===== config.mk =====
export PLATFORM = sky130hd
export DESIGN_NAME = ecc_sed_decoder_flat
export DESIGN_NICKNAME = d
export VERILOG_FILES = /design/src/rtl/ecc_sed_pkg.sv /design/src/rtl/ecc_sed_decoder_if.sv /design/src/rtl/ecc_sed_skid_buf.sv /design/src/rtl/ecc_sed_decoder.sv /design/src/flat_wrapper.sv
export SDC_FILE = /design/constraint.sdc
export NUM_CORES = 1
export LEC_CHECK = 0
export CORE_ASPECT_RATIO = 0.7
export CORE_MARGIN = 1.5
export CORE_UTILIZATION = 44
export CTS_CLUSTER_DIAMETER = 40
export DETAILED_ROUTE_END_ITERATION = 10
export PLACE_DENSITY_LB_ADDON = 0.08
export SLEW_MARGIN = 30
export SYNTH_ARGS = -nofsm -noshare
export SYNTH_HDL_FRONTEND = slang
export SYNTH_SLANG_ARGS = --single-unit

===== constraint.sdc =====
create_clock -name clk -period 1.7 [get_ports clk]
set_input_delay 0.34 -clock clk [delete_from_list [all_inputs] [get_ports clk]]
set_output_delay 0.34 -clock clk [all_outputs]
set_load 0.005 [all_outputs]

===== src/rtl/ecc_sed_pkg.sv =====
// Shared SED parity definitions for the encoder and decoder: widths, parity helper, output buffer states.
package ecc_sed_pkg;

  localparam int SED_DATA_WIDTH = 12;
  localparam int SED_CW_WIDTH   = SED_DATA_WIDTH + 1;

  typedef enum logic [1:0] {
    EMPTY = 2'd0,
    ONE   = 2'd1,
    FULL  = 2'd2
  } buf_state_t;

  // Zero-extending a narrower codeword into this argument leaves the XOR unchanged,
  // so one helper serves any codeword width up to 64 bits.
  function automatic logic sed_parity(input logic [63:0] vec);
    return ^vec;
  endfunction

endpackage


===== src/rtl/ecc_sed_decoder_if.sv =====
// Codeword-in / payload-out valid-ready bundle; master drives codewords and consumes payloads.
interface ecc_sed_decoder_if
  import ecc_sed_pkg::*;
#(
  parameter int DATA_WIDTH = SED_DATA_WIDTH
);

  logic                  enc_valid;
  logic                  enc_ready;
  logic [DATA_WIDTH:0]   enc_codeword;
  logic                  dec_valid;
  logic                  dec_ready;
  logic [DATA_WIDTH-1:0] dec_data;
  logic                  dec_error;

  modport master (
    output enc_valid, enc_codeword, dec_ready,
    input  enc_ready, dec_valid, dec_data, dec_error
  );

  modport slave (
    input  enc_valid, enc_codeword, dec_ready,
    output enc_ready, dec_valid, dec_data, dec_error
  );

endinterface


===== src/rtl/ecc_sed_skid_buf.sv =====
// Two-entry valid/ready buffer: 1-cycle latency, full throughput; wr_ready depends on state only,
// so the second slot absorbs the word already in flight when the consumer stalls.
module ecc_sed_skid_buf
  import ecc_sed_pkg::*;
#(
  parameter int WIDTH = SED_CW_WIDTH
) (
  input  logic             clk,
  input  logic             rst,
  input  logic             wr_valid,
  output logic             wr_ready,
  input  logic [WIDTH-1:0] wr_data,
  output logic             rd_valid,
  input  logic             rd_ready,
  output logic [WIDTH-1:0] rd_data
);

  buf_state_t       state;
  buf_state_t       state_nxt;
  logic [WIDTH-1:0] skid_data;
  logic             push;
  logic             pop;

  assign push = wr_valid && wr_ready;
  assign pop  = rd_valid && rd_ready;

  always_ff @(posedge clk) begin
    if (rst) begin
      state <= EMPTY;
    end else begin
      state <= state_nxt;
    end
  end

  always_comb begin
    state_nxt = state;
    unique case (state)
      EMPTY: if (push) state_nxt = ONE;
      ONE: begin
        if (push && !pop)      state_nxt = FULL;
        else if (!push && pop) state_nxt = EMPTY;
      end
      FULL:    if (pop) state_nxt = ONE;
      default: state_nxt = EMPTY;
    endcase
  end

  always_comb begin
    wr_ready = (state != FULL);
    rd_valid = (state != EMPTY);
  end

  // The output register only changes when empty, popping, or draining the skid slot,
  // which keeps rd_data stable while the consumer stalls.
  always_ff @(posedge clk) begin
    if (rst) begin
      rd_data   <= '0;
      skid_data <= '0;
    end else begin
      unique case (state)
        EMPTY: if (push) rd_data <= wr_data;
        ONE: begin
          if (push && pop)  rd_data   <= wr_data;
          if (push && !pop) skid_data <= wr_data;
        end
        FULL:    if (pop) rd_data <= skid_data;
        default: ;
      endcase
    end
  end

endmodule


===== src/rtl/ecc_sed_decoder.sv =====
// SED parity checker: forwards payload plus error flag one cycle after accept through a skid buffer
// (enc_ready low only while both slots hold words); error counter/sticky update regardless of stalls.
module ecc_sed_decoder
  import ecc_sed_pkg::*;
#(
  parameter int DATA_WIDTH = SED_DATA_WIDTH,
  parameter int CNT_WIDTH  = 8
) (
  input  logic                 clk,
  input  logic                 rst,
  ecc_sed_decoder_if.slave     bus,
  output logic [CNT_WIDTH-1:0] err_count,
  output logic                 err_sticky,
  input  logic                 err_clear
);

  localparam logic [CNT_WIDTH-1:0] CNT_MAX = '1;

  logic                word_err;
  logic                accept;
  logic                err_accept;
  logic [DATA_WIDTH:0] out_word;

  assign word_err   = sed_parity(64'(bus.enc_codeword));
  assign accept     = bus.enc_valid && bus.enc_ready;
  assign err_accept = accept && word_err;

  ecc_sed_skid_buf #(
    .WIDTH(DATA_WIDTH + 1)
  ) u_skid (
    .clk      (clk),
    .rst      (rst),
    .wr_valid (bus.enc_valid),
    .wr_ready (bus.enc_ready),
    .wr_data  ({word_err, bus.enc_codeword[DATA_WIDTH-1:0]}),
    .rd_valid (bus.dec_valid),
    .rd_ready (bus.dec_ready),
    .rd_data  (out_word)
  );

  assign bus.dec_error = out_word[DATA_WIDTH];
  assign bus.dec_data  = out_word[DATA_WIDTH-1:0];

  // A clear coinciding with a new error restarts the count at that error rather than dropping it.
  always_ff @(posedge clk) begin
    if (rst) begin
      err_count  <= '0;
      err_sticky <= 1'b0;
    end else if (err_accept) begin
      err_sticky <= 1'b1;
      if (err_clear)               err_count <= CNT_WIDTH'(1);
      else if (err_count != CNT_MAX) err_count <= err_count + CNT_WIDTH'(1);
    end else if (err_clear) begin
      err_count  <= '0;
      err_sticky <= 1'b0;
    end
  end

endmodule

===== src/flat_wrapper.sv =====
// flat-port wrapper written by rule: the top's interface ports become plain ports
module ecc_sed_decoder_flat import ecc_sed_pkg::*;
#(
  parameter int DATA_WIDTH = SED_DATA_WIDTH,
  parameter int CNT_WIDTH  = 8
)
  (clk, rst, err_count, err_sticky, err_clear, bus_enc_valid, bus_enc_codeword, bus_dec_ready, bus_enc_ready, bus_dec_valid, bus_dec_data, bus_dec_error);
  ecc_sed_decoder_if #(.DATA_WIDTH(DATA_WIDTH)) bus_i ();
  input  logic clk;
  input  logic rst;
  output logic [CNT_WIDTH-1:0] err_count;
  output logic err_sticky;
  input  logic err_clear;
  input wire logic [$bits(bus_i.enc_valid)-1:0] bus_enc_valid;
  input wire logic [$bits(bus_i.enc_codeword)-1:0] bus_enc_codeword;
  input wire logic [$bits(bus_i.dec_ready)-1:0] bus_dec_ready;
  output wire logic [$bits(bus_i.enc_ready)-1:0] bus_enc_ready;
  output wire logic [$bits(bus_i.dec_valid)-1:0] bus_dec_valid;
  output wire logic [$bits(bus_i.dec_data)-1:0] bus_dec_data;
  output wire logic [$bits(bus_i.dec_error)-1:0] bus_dec_error;
  assign bus_i.enc_valid = bus_enc_valid;
  assign bus_i.enc_codeword = bus_enc_codeword;
  assign bus_i.dec_ready = bus_dec_ready;
  assign bus_enc_ready = bus_i.enc_ready;
  assign bus_dec_valid = bus_i.dec_valid;
  assign bus_dec_data = bus_i.dec_data;
  assign bus_dec_error = bus_i.dec_error;
  ecc_sed_decoder #(.DATA_WIDTH(DATA_WIDTH), .CNT_WIDTH(CNT_WIDTH)) u_core (.clk(clk), .rst(rst), .bus(bus_i), .err_count(err_count), .err_sticky(err_sticky), .err_clear(err_clear));
endmodule

# [After elaboration in Yosys (flattened, before gate mapping)]
# Index checks and enable logic that the tools add are counted.
[classes] n_mux=15 add_sub_neg=1 eq_ne=8 reduce_logical=18
[ops] operator="$reduce_xor 64->1" count=1
[ops] operator="$mux 13" count=3
[ops] operator="$pmux 13 s3" count=1
[ops] operator="$mux 8" count=4
[ops] operator="$add 8x1->8 const B" count=1
[ops] operator="$mux 2" count=4
[ops] operator="$ne 8x8->1 const B" count=1
[ops] operator="$logic_and 1x1->1" count=6
[ops] operator="$ne 2x2->1 const B" count=3
[ops] operator="$pmux 2 s3" count=1
[ops] operator="$reduce_bool 2->1" count=3
[ops] operator="$reduce_and 2->1" count=2
[ops] operator="$reduce_and 4->1" count=1
[ops] operator="$ne 3x3->1 const B" count=1
[ops] operator="$reduce_and 3->1" count=1
[ops] operator="$reduce_bool 3->1" count=1
[ops] operator="$eq 2x1->1 const B" count=1
[ops] operator="$eq 2x2->1 const B" count=1
[ops] operator="$logic_not 1->1" count=2
[ops] operator="$logic_not 2->1" count=1
[ops] operator="$mux 1" count=2
[ops] operator="$ne 2x1->1 const B" count=1
[totals] elab_cells=47 input_bits=18 output_inout_bits=24 register_bits=37

# [Logic depth before layout (Yosys ltp)]
[depth] word_depth=7 ltp_mapped=7

# [Modules after synthesis]
# From an unflattened synthesis, not the netlist that was laid out.
[hier_totals] cells_unflattened=208 hier_area_um2=2003.2
[modules_own_cells] module="ecc_sed_skid_buf" area_per_inst_um2=1367.6 n_inst=1 cells_per_inst=137 seq_area_each_um2=560.5
[modules_own_cells] module="ecc_sed_decoder" area_per_inst_um2=635.6 n_inst=1 cells_per_inst=71 seq_area_each_um2=180.2

# [Worst setup path after synthesis]
# OpenSTA, ideal clock, no wires.
[synth_timing] kind="input -> register" from="input bus_enc_codeword[9]" to="register u_core.err_count[5]" setup_time_ns=0.070 required_ns=1.630 setup_slack_ns=0.004 path_stages=5 arrival_ns=1.626 cell_sequence="xnor3_1 -> xnor3_1 -> xor2_1 -> or3_1 -> a21oi_1"
[synth_via] elab_chain_cells=4
[synth_rtl] element="start, declared" line_no="flat_wrapper.sv:15" text="input wire logic [$bits(bus_i.enc_codeword)-1:0] bus_enc_codeword;"
[synth_rtl] element="$reduce_xor 64->1 (*)" line_no="ecc_sed_pkg.sv:16" text="return ^vec;"
[synth_rtl] element="$logic_and 1x1->1 (*)" line_no="ecc_sed_decoder.sv:26" text="assign err_accept = accept && word_err;"
[synth_rtl] element="$reduce_bool 2->1 (no source line)"
[synth_rtl] element="$reduce_and 2->1 (no source line)"
[synth_rtl] element="end signal, assigned" line_no="ecc_sed_decoder.sv:52" text="else if (err_count != CNT_MAX) err_count <= err_count + CNT_WIDTH'(1);"
[synth_rtl] element="end, declared" line_no="ecc_sed_decoder.sv:12" text="output logic [CNT_WIDTH-1:0] err_count,"
# Mark *: on every way between the ends. The rest lies on a longest branch, timed or not.
# A chain may end at the register's enable or synchronous reset.

# [Worst setup path after layout]
[layout_timing] from="input bus_enc_codeword[7]" to="register u_core.err_count[5]"
# The elaborated chain is that of the path after synthesis.

==> metrics <==
count leader, synth dfxtp_1; syn_nets 216; leading register cell type out of synthesis dfxtp_1; critical path type in2reg; share of the synthesized area in the top cell type 42.8%; min Tclk post-route 1.69 ns; Crit-path slowest cell xnor3_2; Finished Cell Area 2550 um2; Slew Limit Fails 0; post-synthesis sequential area ratio 42.8%; CP Max Fanout 5; vias in the first global route 1639; Hold Path Class in2reg; Setup crit end u_core.err_count[5]; crit start category primary input; port buffer count 41; Synth async-reset ratio 0%; CTS root buf clkbuf_8; Max Cap Viol 0; Critical Path Max Stage Delay 0.45 ns; number of synthesized flops with an enable pin 0; most frequent cells after synthesis 37 x dfxtp_1, 30 x nand2_1, 22 x nor2_1; Die Area 4330 um2; WP data arrival 1.91 ns; antenna-violating nets left 0; RD Place Congestion 0.819; Post-Route WL 4670 um; Critical R2R Capture u_core.err_count[5]; hold_sp bus_enc_codeword[11]; unrepaired setup endpoints after global routing yes; per-cell routed wire length 14.9 um; worst flop-to-flop path startpoint u_core.err_count[5]; pin count of the biggest net entering global routing 27; status finished, final reports clean; grt ovf 0; Initial Util 47.5%; I/O pins 42; # clock sinks 37; period utilization 99.6%; delay-heaviest family, CP XOR/XNOR gates; die width 78.0 um; initial detailed-routing violation count 90; Synth cell types 36; Via density 5.35; CTS tree done; post-route DRC violation count 0; Placed Area 2380 um2; final worst slack 0.00756 ns; fin nets 282; Worst EP required 1.92 ns; FF+latch count, synth 37; core area 3650 um2; Worst-path clk slew 0.07 ns; synthesis-to-finish area growth 47.5%; Synth Warn # 0; top cells by area, synth dfxtp_1 43%, mux2i_1 8.7%, nand2_1 6.5%, a211oi_1 5.6%, a21oi_1 5.5%; Worst Setup End Kind register; pre-CTS setup slack -0.711 ns; Design Power 2.28 mW; Worst R2R Setup Slack 0.05 ns; worst vdd ir 0.570 mV; Pre-Repair DR Iteration Count 4; num rows 18; Inserted Diodes 0; layout cells sized above 1 25.1%; crit path buf inv count 1; Final Hold Violating Endpoints 0; Chip Height 55.5 um; global-route wire length before repair 7710 um; final setup violation count 0; Final HPWL DP 3200 um; Hold WS 0.417 ns; R2R depth 5; Worst Setup SP bus_enc_codeword[7]; antenna violations before repair 0; gr usage total 22.7%; Worst-Skew Late Latency 0.28 ns; Mapped Area 1730 um2; skew final 0.00324 ns; Synth Instances 197; Placed Instances 304; DR vias 1675; Clock Path Buffers 2; measured slew at the worst slew-check pin 0.327 ns; Fmax 0.591 GHz; CTS buffer count 5; critical path cell sequence clkdlybuf4s15_1, xnor2_2, xnor3_2, xor2_4, or3_1, a21oi_2; final cell count without fillers 313; H-tree depth 2; area leader, netlist dfxtp_1; Worst path depth 6; pwr/cell area 891 nW/um2; relative slew slack 78.0%; LEAKAGE 1.10 nW; Syn Area/Cell 8.79 um2
flip-flops by register name, summed over array words and instances, names as in the netlist:
name / flops
u_core.err_count: 8
u_core.err_sticky: 1
u_core.u_skid.rd_data: 13
u_core.u_skid.skid_data: 13
u_core.u_skid.state: 2
stage by stage:
| stage | setup TNS (ns) | utilization [%] |
|---|---|---|
| 6_report | 0 | 70.0 |
| 2_1_floorplan | 0 | - |
| 5_1_grt | -0.0458 | 70.0 |
| 3_5_place_dp | -6.58 | 65.2 |
| 3_3_place_gp | -5.80 | 65.2 |
| 4_1_cts | -0.244 | 69.3 |
logic make-up (layout without fill, tap and decap cells):
kind of cell / count (synthesis) / after routing / synth area share, %
DFF: 37 / 37 / 42.8
buffers and inverters: 12 / 78 / 2.75
muxes: 15 / 15 / 8.67
adders and majority gates: 1 / 1 / 0.722
and+or+nand+nor: 79 / 79 / 21.5
xor gates and xnor gates: 10 / 10 / 7.88
AOI/OAI and AO/OA: 43 / 43 / 15.7
routing by layer:
layer	GRT usage (%)	part of all wire [%]
met1	28.4	47
met2	37.8	47
met3	5.45	5.2
met4	9.18	1.1
met5	0	0
final cells by class:
type | count | area, um2
Timing Repair Buffer | 70 | 614
Tap cell | 50 | 62.6
Sequential cell | 37 | 746
Multi-Input combinational cell | 148 | 1040
Clock buffer | 7 | 86.3
Fill cell | 293 | 1090
Inverter | 1 | 3.75
tightest hold or removal path: cells and delay by family:
family / cells / cell delay [ns]
simple gates: 1 / 0.04
buf+inv: 2 / 0.16
compound gates: 1 / 0.11
where the power goes:
group	total, mW	switching (mW)	internal, mW
combinational	0.702	0.320	0.383
clock	0.614	0.293	0.322
sequential	0.959	0.0372	0.922
total	2.28	0.649	1.63
worst min path at each step:
stage                                              to  slack, ns  depth (start not counted)
after floorplan            u_core.u_skid.skid_data[0]       0.44                          2
after CTS                 u_core.u_skid.skid_data[11]       0.41                          4
final                     u_core.u_skid.skid_data[11]       0.42                          4
after global routing       u_core.u_skid.skid_data[8]       0.44                          4
after detailed placement   u_core.u_skid.skid_data[0]       0.45                          2
after global placement     u_core.u_skid.skid_data[2]       0.44                          2
placed cells by master (no fill, tap or decap), types with 4 or more instances in the layout:
cell type and instances:
or3_1 4, dfxtp_1 35, clkbuf_8 6, clkdlybuf4s50_1 27, clkbuf_2 6, nand4_1 5, mux2i_1 15, buf_4 26
a21oi_1 17, xnor2_2 4, a211oi_1 13, nor2_1 22, nand2_1 29
repair_timing:
item,4_1_cts,5_1_grt
gates resized for setup,40,22
pin swaps,18,9
endpoints found under the setup margin,13,10
hold buffers,0,0
cloned,0,0
setup buffers,1,2
(Power assumes the default switching activity.)
